==> src/rtl/mips_pkg.sv <==
`default_nettype none
// ============================================================================
// Module      : mips_pkg
// Description : Shared widths and constants for the MIPS front end.
//               ADDR_W / INSTR_W : address and instruction widths
//               WORD_BYTES       : PC step between sequential instructions
//               RESET_PC_DEFAULT : default fetch PC after reset
//               word_align()     : clears the byte-offset bits of an address
// Revision    : 1.0 - initial release
// ============================================================================
package mips_pkg;

    localparam int ADDR_W     = 32;
    localparam int INSTR_W    = 32;
    localparam int WORD_BYTES = 4;

    localparam logic [ADDR_W-1:0] RESET_PC_DEFAULT = 32'h0000_0000;

    // Instructions are always word aligned, so the low two bits of any
    // externally supplied target are meaningless and forced to zero.
    function automatic logic [ADDR_W-1:0] word_align(input logic [ADDR_W-1:0] addr);
        return addr & ~ADDR_W'(WORD_BYTES - 1);
    endfunction

endpackage
`default_nettype wire

==> src/rtl/fetch_fifo.sv <==
`default_nettype none
// ============================================================================
// Module      : fetch_fifo
// Description : Synchronous in-order FIFO holding fetched instruction words.
//               Circular read/write pointers carry an extra wrap bit so that
//               full and empty are distinguishable at equal indices.
// Ports       : clk, reset      - clock, async active-high reset
//               push, push_data - write one entry at the tail
//               pop             - drop the head entry (ignored when empty)
//               clear           - discard all entries (wins over push/pop)
//               head_data       - entry at the head
//               empty, count    - occupancy status
// Revision    : 1.0 - initial release
// ============================================================================
module fetch_fifo #(
    parameter int DEPTH = 4,
    parameter int WIDTH = 32
) (
    input  logic                   clk,
    input  logic                   reset,
    input  logic                   push,
    input  logic [WIDTH-1:0]       push_data,
    input  logic                   pop,
    input  logic                   clear,
    output logic [WIDTH-1:0]       head_data,
    output logic                   empty,
    output logic [$clog2(DEPTH):0] count
);

    localparam int PTR_W = $clog2(DEPTH);

    logic [PTR_W:0]   r_wr_ptr;
    logic [PTR_W:0]   r_rd_ptr;
    logic [WIDTH-1:0] r_mem [DEPTH];

    logic w_full;
    logic w_do_push;
    logic w_do_pop;

    assign empty  = (r_wr_ptr == r_rd_ptr);
    assign w_full = (r_wr_ptr[PTR_W] != r_rd_ptr[PTR_W]) &&
                    (r_wr_ptr[PTR_W-1:0] == r_rd_ptr[PTR_W-1:0]);
    assign count  = r_wr_ptr - r_rd_ptr;

    // A push into a full FIFO is accepted when the head leaves in the same
    // cycle: the slot being written is the one being vacated.
    assign w_do_pop  = pop && !empty;
    assign w_do_push = push && (!w_full || w_do_pop);

    assign head_data = r_mem[r_rd_ptr[PTR_W-1:0]];

    always_ff @(posedge clk or posedge reset) begin
        if (reset) begin
            r_wr_ptr <= '0;
            r_rd_ptr <= '0;
        end else if (clear) begin
            r_wr_ptr <= '0;
            r_rd_ptr <= '0;
        end else begin
            if (w_do_push) begin
                r_wr_ptr <= r_wr_ptr + 1'b1;
            end
            if (w_do_pop) begin
                r_rd_ptr <= r_rd_ptr + 1'b1;
            end
        end
    end

    // Storage needs no reset: only entries between the pointers are visible.
    always_ff @(posedge clk) begin
        if (w_do_push && !clear) begin
            r_mem[r_wr_ptr[PTR_W-1:0]] <= push_data;
        end
    end

endmodule
`default_nettype wire

==> src/rtl/fetch_unit.sv <==
`default_nettype none
// ============================================================================
// Module      : fetch_unit
// Description : Instruction fetch stage. Owns the fetch PC, issues word reads
//               to a variable-latency instruction memory, buffers returned
//               words in order and hands (instr, pc) pairs to decode.
//               Redirects flush queued words and drop in-flight responses.
// Ports       : clk, reset                         - clock, async reset
//               imem_req_valid/ready/addr          - fetch request channel
//               imem_resp_valid/data               - in-order read returns
//               dec_valid/ready, dec_instr/dec_pc  - decode handshake
//               redirect, redirect_pc              - taken branch/jump
// Revision    : 1.0 - initial release
// ============================================================================
module fetch_unit
    import mips_pkg::*;
#(
    parameter int                DEPTH    = 4,
    parameter logic [ADDR_W-1:0] RESET_PC = RESET_PC_DEFAULT
) (
    input  logic               clk,
    input  logic               reset,
    output logic               imem_req_valid,
    input  logic               imem_req_ready,
    output logic [ADDR_W-1:0]  imem_req_addr,
    input  logic               imem_resp_valid,
    input  logic [INSTR_W-1:0] imem_resp_data,
    output logic               dec_valid,
    input  logic               dec_ready,
    output logic [INSTR_W-1:0] dec_instr,
    output logic [ADDR_W-1:0]  dec_pc,
    input  logic               redirect,
    input  logic [ADDR_W-1:0]  redirect_pc
);

    localparam int              CW      = $clog2(DEPTH) + 1;
    localparam logic [CW-1:0]   c_depth = CW'(DEPTH);
    localparam logic [ADDR_W-1:0] c_step = ADDR_W'(WORD_BYTES);

    logic [ADDR_W-1:0] r_fetch_pc;
    logic [ADDR_W-1:0] r_head_pc;
    logic [CW-1:0]     r_outstanding;
    logic [CW-1:0]     r_drop_cnt;

    logic [CW-1:0]     w_fifo_count;
    logic              w_fifo_empty;
    logic [CW:0]       w_inflight;
    logic              w_credit_ok;
    logic              w_accept;
    logic              w_push;
    logic              w_pop;
    logic              w_dropping;
    logic [CW-1:0]     w_outstanding_nxt;
    logic [ADDR_W-1:0] w_target_pc;

    // Credits are reserved at issue time: queued words plus requests still in
    // flight never exceed the queue depth, so every response has a slot.
    assign w_inflight  = {1'b0, w_fifo_count} + {1'b0, r_outstanding};
    assign w_credit_ok = (w_inflight < {1'b0, c_depth});

    assign imem_req_valid = !reset && !redirect && w_credit_ok;
    assign imem_req_addr  = r_fetch_pc;
    assign w_accept       = imem_req_valid && imem_req_ready;

    assign w_outstanding_nxt = r_outstanding + CW'(w_accept) - CW'(imem_resp_valid);

    // Responses belonging to requests issued before a redirect are discarded
    // while the drop counter is non-zero, as is any response in the redirect
    // cycle itself.
    assign w_dropping = (r_drop_cnt != '0);
    assign w_push     = imem_resp_valid && !w_dropping && !redirect;
    assign w_pop      = !w_fifo_empty && dec_ready && !redirect;

    assign w_target_pc = word_align(redirect_pc);

    assign dec_valid = !w_fifo_empty;
    assign dec_pc    = r_head_pc;

    fetch_fifo #(
        .DEPTH (DEPTH),
        .WIDTH (INSTR_W)
    ) u_fifo (
        .clk       (clk),
        .reset     (reset),
        .push      (w_push),
        .push_data (imem_resp_data),
        .pop       (w_pop),
        .clear     (redirect),
        .head_data (dec_instr),
        .empty     (w_fifo_empty),
        .count     (w_fifo_count)
    );

    always_ff @(posedge clk or posedge reset) begin
        if (reset) begin
            r_fetch_pc    <= RESET_PC;
            r_head_pc     <= RESET_PC;
            r_outstanding <= '0;
            r_drop_cnt    <= '0;
        end else begin
            r_outstanding <= w_outstanding_nxt;
            if (redirect) begin
                r_fetch_pc <= w_target_pc;
                r_head_pc  <= w_target_pc;
                // Everything still in flight after this edge is stale.
                r_drop_cnt <= w_outstanding_nxt;
            end else begin
                if (w_accept) begin
                    r_fetch_pc <= r_fetch_pc + c_step;
                end
                if (w_pop) begin
                    r_head_pc <= r_head_pc + c_step;
                end
                if (imem_resp_valid && w_dropping) begin
                    r_drop_cnt <= r_drop_cnt - 1'b1;
                end
            end
        end
    end

endmodule
`default_nettype wire

==> config.mk <==
export PLATFORM = sky130hd
export DESIGN_NAME = fetch_unit
export DESIGN_NICKNAME = d
export VERILOG_FILES = /design/src/rtl/mips_pkg.sv /design/src/rtl/fetch_fifo.sv /design/src/rtl/fetch_unit.sv
export SDC_FILE = /design/constraint.sdc
export NUM_CORES = 1
export LEC_CHECK = 0
export BUFFER_PORTS_ARGS = -buffer_cell sky130_fd_sc_hd__buf_2
export CAP_MARGIN = 5
export CORE_ASPECT_RATIO = 1.5
export CORE_MARGIN = 2
export CORE_UTILIZATION = 60
export DETAILED_ROUTE_END_ITERATION = 12
export PLACE_DENSITY_LB_ADDON = 0.08
export RECOVER_POWER = 25
export SYNTH_ARGS = -nofsm -noshare
export SYNTH_HDL_FRONTEND = slang
export SYNTH_SLANG_ARGS = --single-unit
==> constraint.sdc <==
create_clock -name clk -period 9.1 [get_ports clk]
set_input_delay 0.455 -clock clk [delete_from_list [all_inputs] [get_ports clk]]
set_output_delay 0.455 -clock clk [all_outputs]
set_load 0.02 [all_outputs]
Yosys cells after proc, flatten, opt, wreduce, memory -nomap -nowiden
Memory sizes are Yosys's and may differ from the RTL's.
Index checks and enable logic that the tools add are counted.
{"block": "word_totals", "ff_bits": 76, "ramBits": 128, "in_bits": 70, "out_inout_bits": 98, "wordCells": 56, "n_memories": 1}
{"memory": "u_fifo.r_mem", "depth": 4, "word_bits": 32, "read_ports": 1, "rd_clocked_by_memory_dff": 0, "write_ports": 1, "line_no": "fetch_fifo.sv:34", "rtl": "logic [WIDTH-1:0] r_mem [DEPTH];"}
{"block": "classes", "add_sub_neg": 9, "n_lt_le_gt_ge": 1, "eq_ne": 3, "mux": 12, "reduce_logical": 24}
{"op": "2-to-1 mux 32 bit", "n": 4}
{"op": "adder 32 x 3 -> 32 bit (second input constant)", "n": 2}
{"op": "2-to-1 mux 3 bit", "n": 6}
{"op": "logical AND 1 bit", "n": 12}
{"op": "nonzero test 2 bit", "n": 5}
{"op": "adder 3 x 1 -> 3 bit (second input constant)", "n": 2}
{"op": "logical NOT 1 bit", "n": 5}
{"op": "adder 3 x 3 -> 4 bit", "n": 1}
{"op": "< comparator 4 x 3 -> 1 bit (second input constant)", "n": 1}
{"op": "adder 3 x 1 -> 3 bit", "n": 1}
{"op": "equality test 3 bit", "n": 1}
{"op": "nonzero test 3 bit", "n": 1}
{"op": "subtractor 3 x 1 -> 3 bit", "n": 1}
{"op": "subtractor 3 x 1 -> 3 bit (second input constant)", "n": 1}
{"op": "subtractor 3 bit", "n": 1}
{"op": "equality test 2 bit", "n": 1}
{"op": "2-to-1 mux 1 bit", "n": 2}
{"op": "logical OR 1 bit", "n": 1}
{"op": "!= test 1 bit", "n": 1}

Depth between registers and ports, before layout
{"block": "logic_depth", "ltp_word": 10, "depth_mapped": 19, "ltp_nobuf": 17}

Hierarchy
A second synthesis with hierarchy kept.
{"block": "unflattened", "hier_cells": 632, "area_unflattened_um2": 8906.0}
{"module": "fetch_fifo", "instances": 1, "cells_per_inst": 221, "area_per_inst_um2": 5136.2, "seq_area_each_um2": 3993.8}
{"module": "fetch_unit", "instances": 1, "cells_per_inst": 411, "area_per_inst_um2": 3769.9, "seq_area_each_um2": 1651.6}

Worst setup path after synthesis
No wires, ideal clock.
{"block": "synth_timing", "path_kind": "register to register", "startpoint": "register u_fifo.r_rd_ptr[1]", "endpoint": "register r_drop_cnt[2]", "setup_time_ns": 0.133, "t_arrival_ns": 3.957, "t_required_ns": 8.967, "path_slack_ns": 5.010, "stages_incl_launch_ff": 20, "path_buffers": 4, "synth_period_minus_slack_ns": 4.090, "cell_sequence": "dfrtp_1 clkbuf_1 buf_1 inv_1 fa_1 xnor2_1 ha_1 nor4_1 and4_1 inv_1 buf_2 buf_2 ha_1 inv_1 ha_1 fa_1 xnor2_1 xnor2_1 nand2_1 o21ai_0"}
{"block": "synth_via", "elab_chain_len": 8}
{"item": "from (decl)", "line_no": "fetch_fifo.sv:33", "rtl": "logic [PTR_W:0] r_rd_ptr;"}
{"item": "from (signal assigned)", "line_no": "fetch_fifo.sv:64", "rtl": "r_rd_ptr <= r_rd_ptr + 1'b1;"}
{"item": "subtractor 3 bit", "line_no": "fetch_fifo.sv:43", "rtl": "assign count = r_wr_ptr - r_rd_ptr;"}
{"item": "adder 3 x 3 -> 4 bit", "line_no": "fetch_unit.sv:58", "rtl": "assign w_inflight = {1'b0, w_fifo_count} + {1'b0, r_outstanding};"}
{"item": "< comparator 4 x 3 -> 1 bit", "line_no": "fetch_unit.sv:59", "rtl": "assign w_credit_ok = (w_inflight < {1'b0, c_depth});"}
{"item": "logical AND 1 bit", "line_no": "fetch_unit.sv:61", "rtl": "assign imem_req_valid = !reset && !redirect && w_credit_ok;"}
{"item": "logical AND 1 bit", "line_no": "fetch_unit.sv:63", "rtl": "assign w_accept = imem_req_valid && imem_req_ready;"}
{"item": "adder 3 x 1 -> 3 bit", "line_no": "fetch_unit.sv:65", "rtl": "assign w_outstanding_nxt = r_outstanding + CW'(w_accept) - CW'(imem_resp_valid);"}
{"item": "subtractor 3 x 1 -> 3 bit", "line_no": "fetch_unit.sv:65"}
{"item": "net w_outstanding_nxt[2]", "line_no": "fetch_unit.sv:53", "rtl": "logic [CW-1:0] w_outstanding_nxt;"}
{"item": "2-to-1 mux 3 bit", "line_no": "fetch_unit.sv:102", "rtl": "if (redirect) begin"}
{"item": "to (signal assigned)", "line_no": "fetch_unit.sv:106", "rtl": "r_drop_cnt <= w_outstanding_nxt;"}
{"item": "to (signal assigned)", "line_no": "fetch_unit.sv:115", "rtl": "r_drop_cnt <= r_drop_cnt - 1'b1;"}
{"item": "to (decl)", "line_no": "fetch_unit.sv:43", "rtl": "logic [CW-1:0] r_drop_cnt;"}
The timed path passes the listed nets, and every way through them passes these cells.
A chain may end at the register's enable or synchronous reset.

Worst setup path after layout
{"block": "layout_timing", "startpoint": "register u_fifo.r_wr_ptr[0]", "endpoint": "register r_drop_cnt[2]"}
{"block": "layout_via", "elab_chain_len": 8}
{"item": "from (decl)", "line_no": "fetch_fifo.sv:32", "rtl": "logic [PTR_W:0] r_wr_ptr;"}
{"item": "from (signal assigned)", "line_no": "fetch_fifo.sv:61", "rtl": "r_wr_ptr <= r_wr_ptr + 1'b1;"}
{"item": "subtractor 3 bit", "line_no": "fetch_fifo.sv:43"}
{"item": "adder 3 x 3 -> 4 bit", "line_no": "fetch_unit.sv:58"}
{"item": "< comparator 4 x 3 -> 1 bit", "line_no": "fetch_unit.sv:59"}
{"item": "logical AND 1 bit", "line_no": "fetch_unit.sv:61"}
{"item": "logical AND 1 bit", "line_no": "fetch_unit.sv:63"}
{"item": "adder 3 x 1 -> 3 bit", "line_no": "fetch_unit.sv:65"}
{"item": "subtractor 3 x 1 -> 3 bit", "line_no": "fetch_unit.sv:65"}
{"item": "net w_outstanding_nxt[2]", "line_no": "fetch_unit.sv:53"}
{"item": "2-to-1 mux 3 bit", "line_no": "fetch_unit.sv:102"}
The timed path passes the listed nets, and every way through them passes these cells.

==> impl_metrics.py <==
metrics = {
    "synth": {
        "synth_common_cells": "edfxtp_1 (128), dfrtp_1 (72), nand2_1 (54)",
        "synth_edf_count": 128,
        "yosysSeqAreaShare": 0.633,
        "yosysMostFrequentCell": "edfxtp_1",
        "synth_top_flop_cell": "edfxtp_1",
        "synth.avg_cell_area_um2": 14.0,
        "synthArstFlopShare": 0.360,
        "synth-seq-cells": 200,
        "synth.area.top_cells": "edfxtp_1 (43%), dfrtp_1 (20%), mux4_2 (8.1%), xnor2_1 (3.0%), nand2_1 (2.3%)",
        "ys_types": 53,
        "synth_top_area_cell": "edfxtp_1",
        "synth_cells": 637,
        "synth_top_area_frac": 0.431,
        "synth.cell_area_mm2": 0.00892,
        "yosysWarnings": 0,
    },
    "critical_path": {
        "rrSetupSlack_ns": 4.09,
        "regToRegEndpoint": "r_drop_cnt[2]",
        "r2r-start": "u_fifo.r_wr_ptr[0]",
        "crit_type": "register to register",
        "crit_start": "u_fifo.r_wr_ptr[0]",
        "critPathLaunchType": "register",
        "critPathArrivalTime_ns": 5.35,
        "rr_worst_depth": 17,
        "crit_required_ns": 9.44,
        "path_max_fanout": 29,
        "cp-end-kind": "register",
    },
    "clocking": {
        "cts_buffers": 17,
        "insertion_delay_ns": 0.43,
        "cts.path.max_buffers": 2,
        "clk_pin_slew_ns": 0.07,
        "root_buffer": "clkbuf_16",
        "cts_resized": 0,
        "clock-sinks": 200,
        "ctsHoldBuffers": 0,
        "cts_tree": "done",
        "cts_setup_buffers": 0,
        "htree_levels": 4,
    },
    "finish": {
        "multiInputGateArea_mm2": 0.00305,
        "fillers": 1025,
        "fin_nets": 883,
        "antennaDiodeCount": 0,
        "fin_area_mm2": 0.0105,
        "layout-drive-gt1-share": 0.277,
        "post-route-util": 0.720,
        "seq_area_mm2": 0.00565,
        "final_cell_count_no_fill": 1005,
        "syn_to_final_growth_pct": 17.3,
    },
    "power": {
        "peakVddDrop_v": 0.000148,
        "power_density_mw_per_mm2": 230,
        "power.total_mw": 2.41,
        "cellLeakagePower_nw": 3.91,
    },
    "route": {
        "ant_nets": 0,
        "first_pass_iters": 5,
        "drt-total-wl_mm": 19.7,
        "drc": 0,
        "viasPerCell": 5.93,
        "drt_iter0_drc": 414,
        "routedWlPerCell_um": 19.6,
        "vias": 5962,
    },
    "grt": {
        "grt_use_total": 0.254,
        "grt_pass1_wl_mm": 31.7,
        "grt_pass1_vias": 6179,
        "antenna_found_initial": 0,
        "grt_overflow": 0,
        "grt_max_degree": 66,
    },
    "floorplanning": {
        "die-area_mm2": 0.0159,
        "pin_count": 168,
        "coreArea_mm2": 0.0145,
        "rows": 54,
        "die_x_um": 104,
        "dieHeight_um": 153,
        "initial_core_util": 0.614,
    },
    "placement": {
        "place_congestion": 0.896,
        "place_area_mm2": 0.00990,
        "dp.final_hpwl_mm": 13.5,
        "placedCellCount": 973,
        "portBuffers": 161,
        "pre_cts_ws_ns": 4.06,
    },
    "sta": {
        "finalSetupViolations": 0,
        "hold_viol": 0,
        "fin_crit_sh": 0.551,
        "relSlewSlack": 0.378,
        "rsz0062_at_grt": "false",
        "whs_ns": 0.128,
        "fin_ws_ns": 4.09,
        "fin_tns_setup_ns": 0,
        "max_slew.worst_pin.slew_ns": 0.932,
        "fmax_mhz": 199,
        "period_needed_ns": 5.01,
        "fin_worst_skew_ns": 0.0170,
        "drv_slew": 0,
    },
    "run_status": {
        "status": "complete, no violations",
    },
    "flow_run": {
        "cap_violations": 0,
    },
    "worst_hold_path": {
        "hold_path.class": "input pin to asynchronous set/reset pin",
    },
}
logic make-up (layout without fill, tap and decap cells):
group / Yosys count / count (layout) / share of synthesized area
AO/OA/AOI/OAI: 90 / 90 / 0.0631
flip-flops: 200 / 200 / 0.633
buffers and inverters: 55 / 224 / 0.0265
XOR/XNOR: 43 / 43 / 0.0431
multiplexers: 43 / 43 / 0.0944
AND/OR/NAND/NOR: 188 / 188 / 0.114
other: 1 / 4 / 0.000420
adder cells (fa/ha/maj): 17 / 17 / 0.0255
placed cells by master (no fill, tap or decap), types with 22 or more instances in the layout:
cell | synthesis | final
nand2_1 | 54 | 54
o21ai_0 | 39 | 39
edfxtp_1 | 128 | 128
mux4_2 | 32 | 32
buf_2 | 9 | 131
xnor2_1 | 31 | 31
nand3_1 | 38 | 38
dfrtp_1 | 72 | 71
clkbuf_1 | 16 | 31
inv_1 | 22 | 22
registers in the layout, indices dropped and copies added (netlist names):
register,count
u_fifo.r_rd_ptr,3
dec_pc,30
u_fifo.r_mem,128
u_fifo.r_wr_ptr,3
r_outstanding,3
r_drop_cnt,3
imem_req_addr,30
how the worst max path moves through the flow:
stage,end,slack [ns],cells past startpoint
4_1_cts,r_drop_cnt[2],4.07,17
2_1_floorplan,r_drop_cnt[2],5.01,19
3_5_place_dp,r_drop_cnt[2],4.06,17
6_report,r_drop_cnt[2],4.09,17
3_3_place_gp,r_drop_cnt[2],4.21,17
5_1_grt,r_drop_cnt[2],3.67,17
report_power, final:
| part | switching [mW] | total, mW | internal (mW) |
|---|---|---|---|
| Combinational | 0.333 | 0.555 | 0.222 |
| Sequential | 0.0643 | 1.10 | 1.04 |
| Clock | 0.356 | 0.751 | 0.396 |
worst max-delay path: stages, from the launching register on:
cell	delay, ns
dfrtp_1	0.42
inv_1	0.12
ha_1	0.15
inv_1	0.05
fa_1	0.38
xnor2_1	0.18
ha_1	0.25
nor4_1	0.25
and4_1	0.83
inv_1	0.68
ha_1	0.50
inv_1	0.05
ha_1	0.18
fa_1	0.39
xnor2_1	0.19
xnor2_1	0.17
nand2_1	0.07
o21ai_0	0.09
layout make-up:
| class | count | area share |
|---|---|---|
| sequential | 200 | 0.540 |
| multi-input combinational | 385 | 0.292 |
| timing repair buffer | 170 | 0.0799 |
| clock buffer | 18 | 0.0410 |
| tap | 196 | 0.0234 |
| clock inverter | 14 | 0.0164 |
| inverter | 22 | 0.00789 |
routing by layer:
layer	up-vias	GRT usage	wire (um)
met1	2984	0.287	7320
met4	0	0.0837	425
met3	28	0.0520	1130
met5	-	0	0
met2	222	0.478	10800
li1	2728	-	-
(Power assumes the default switching activity.)
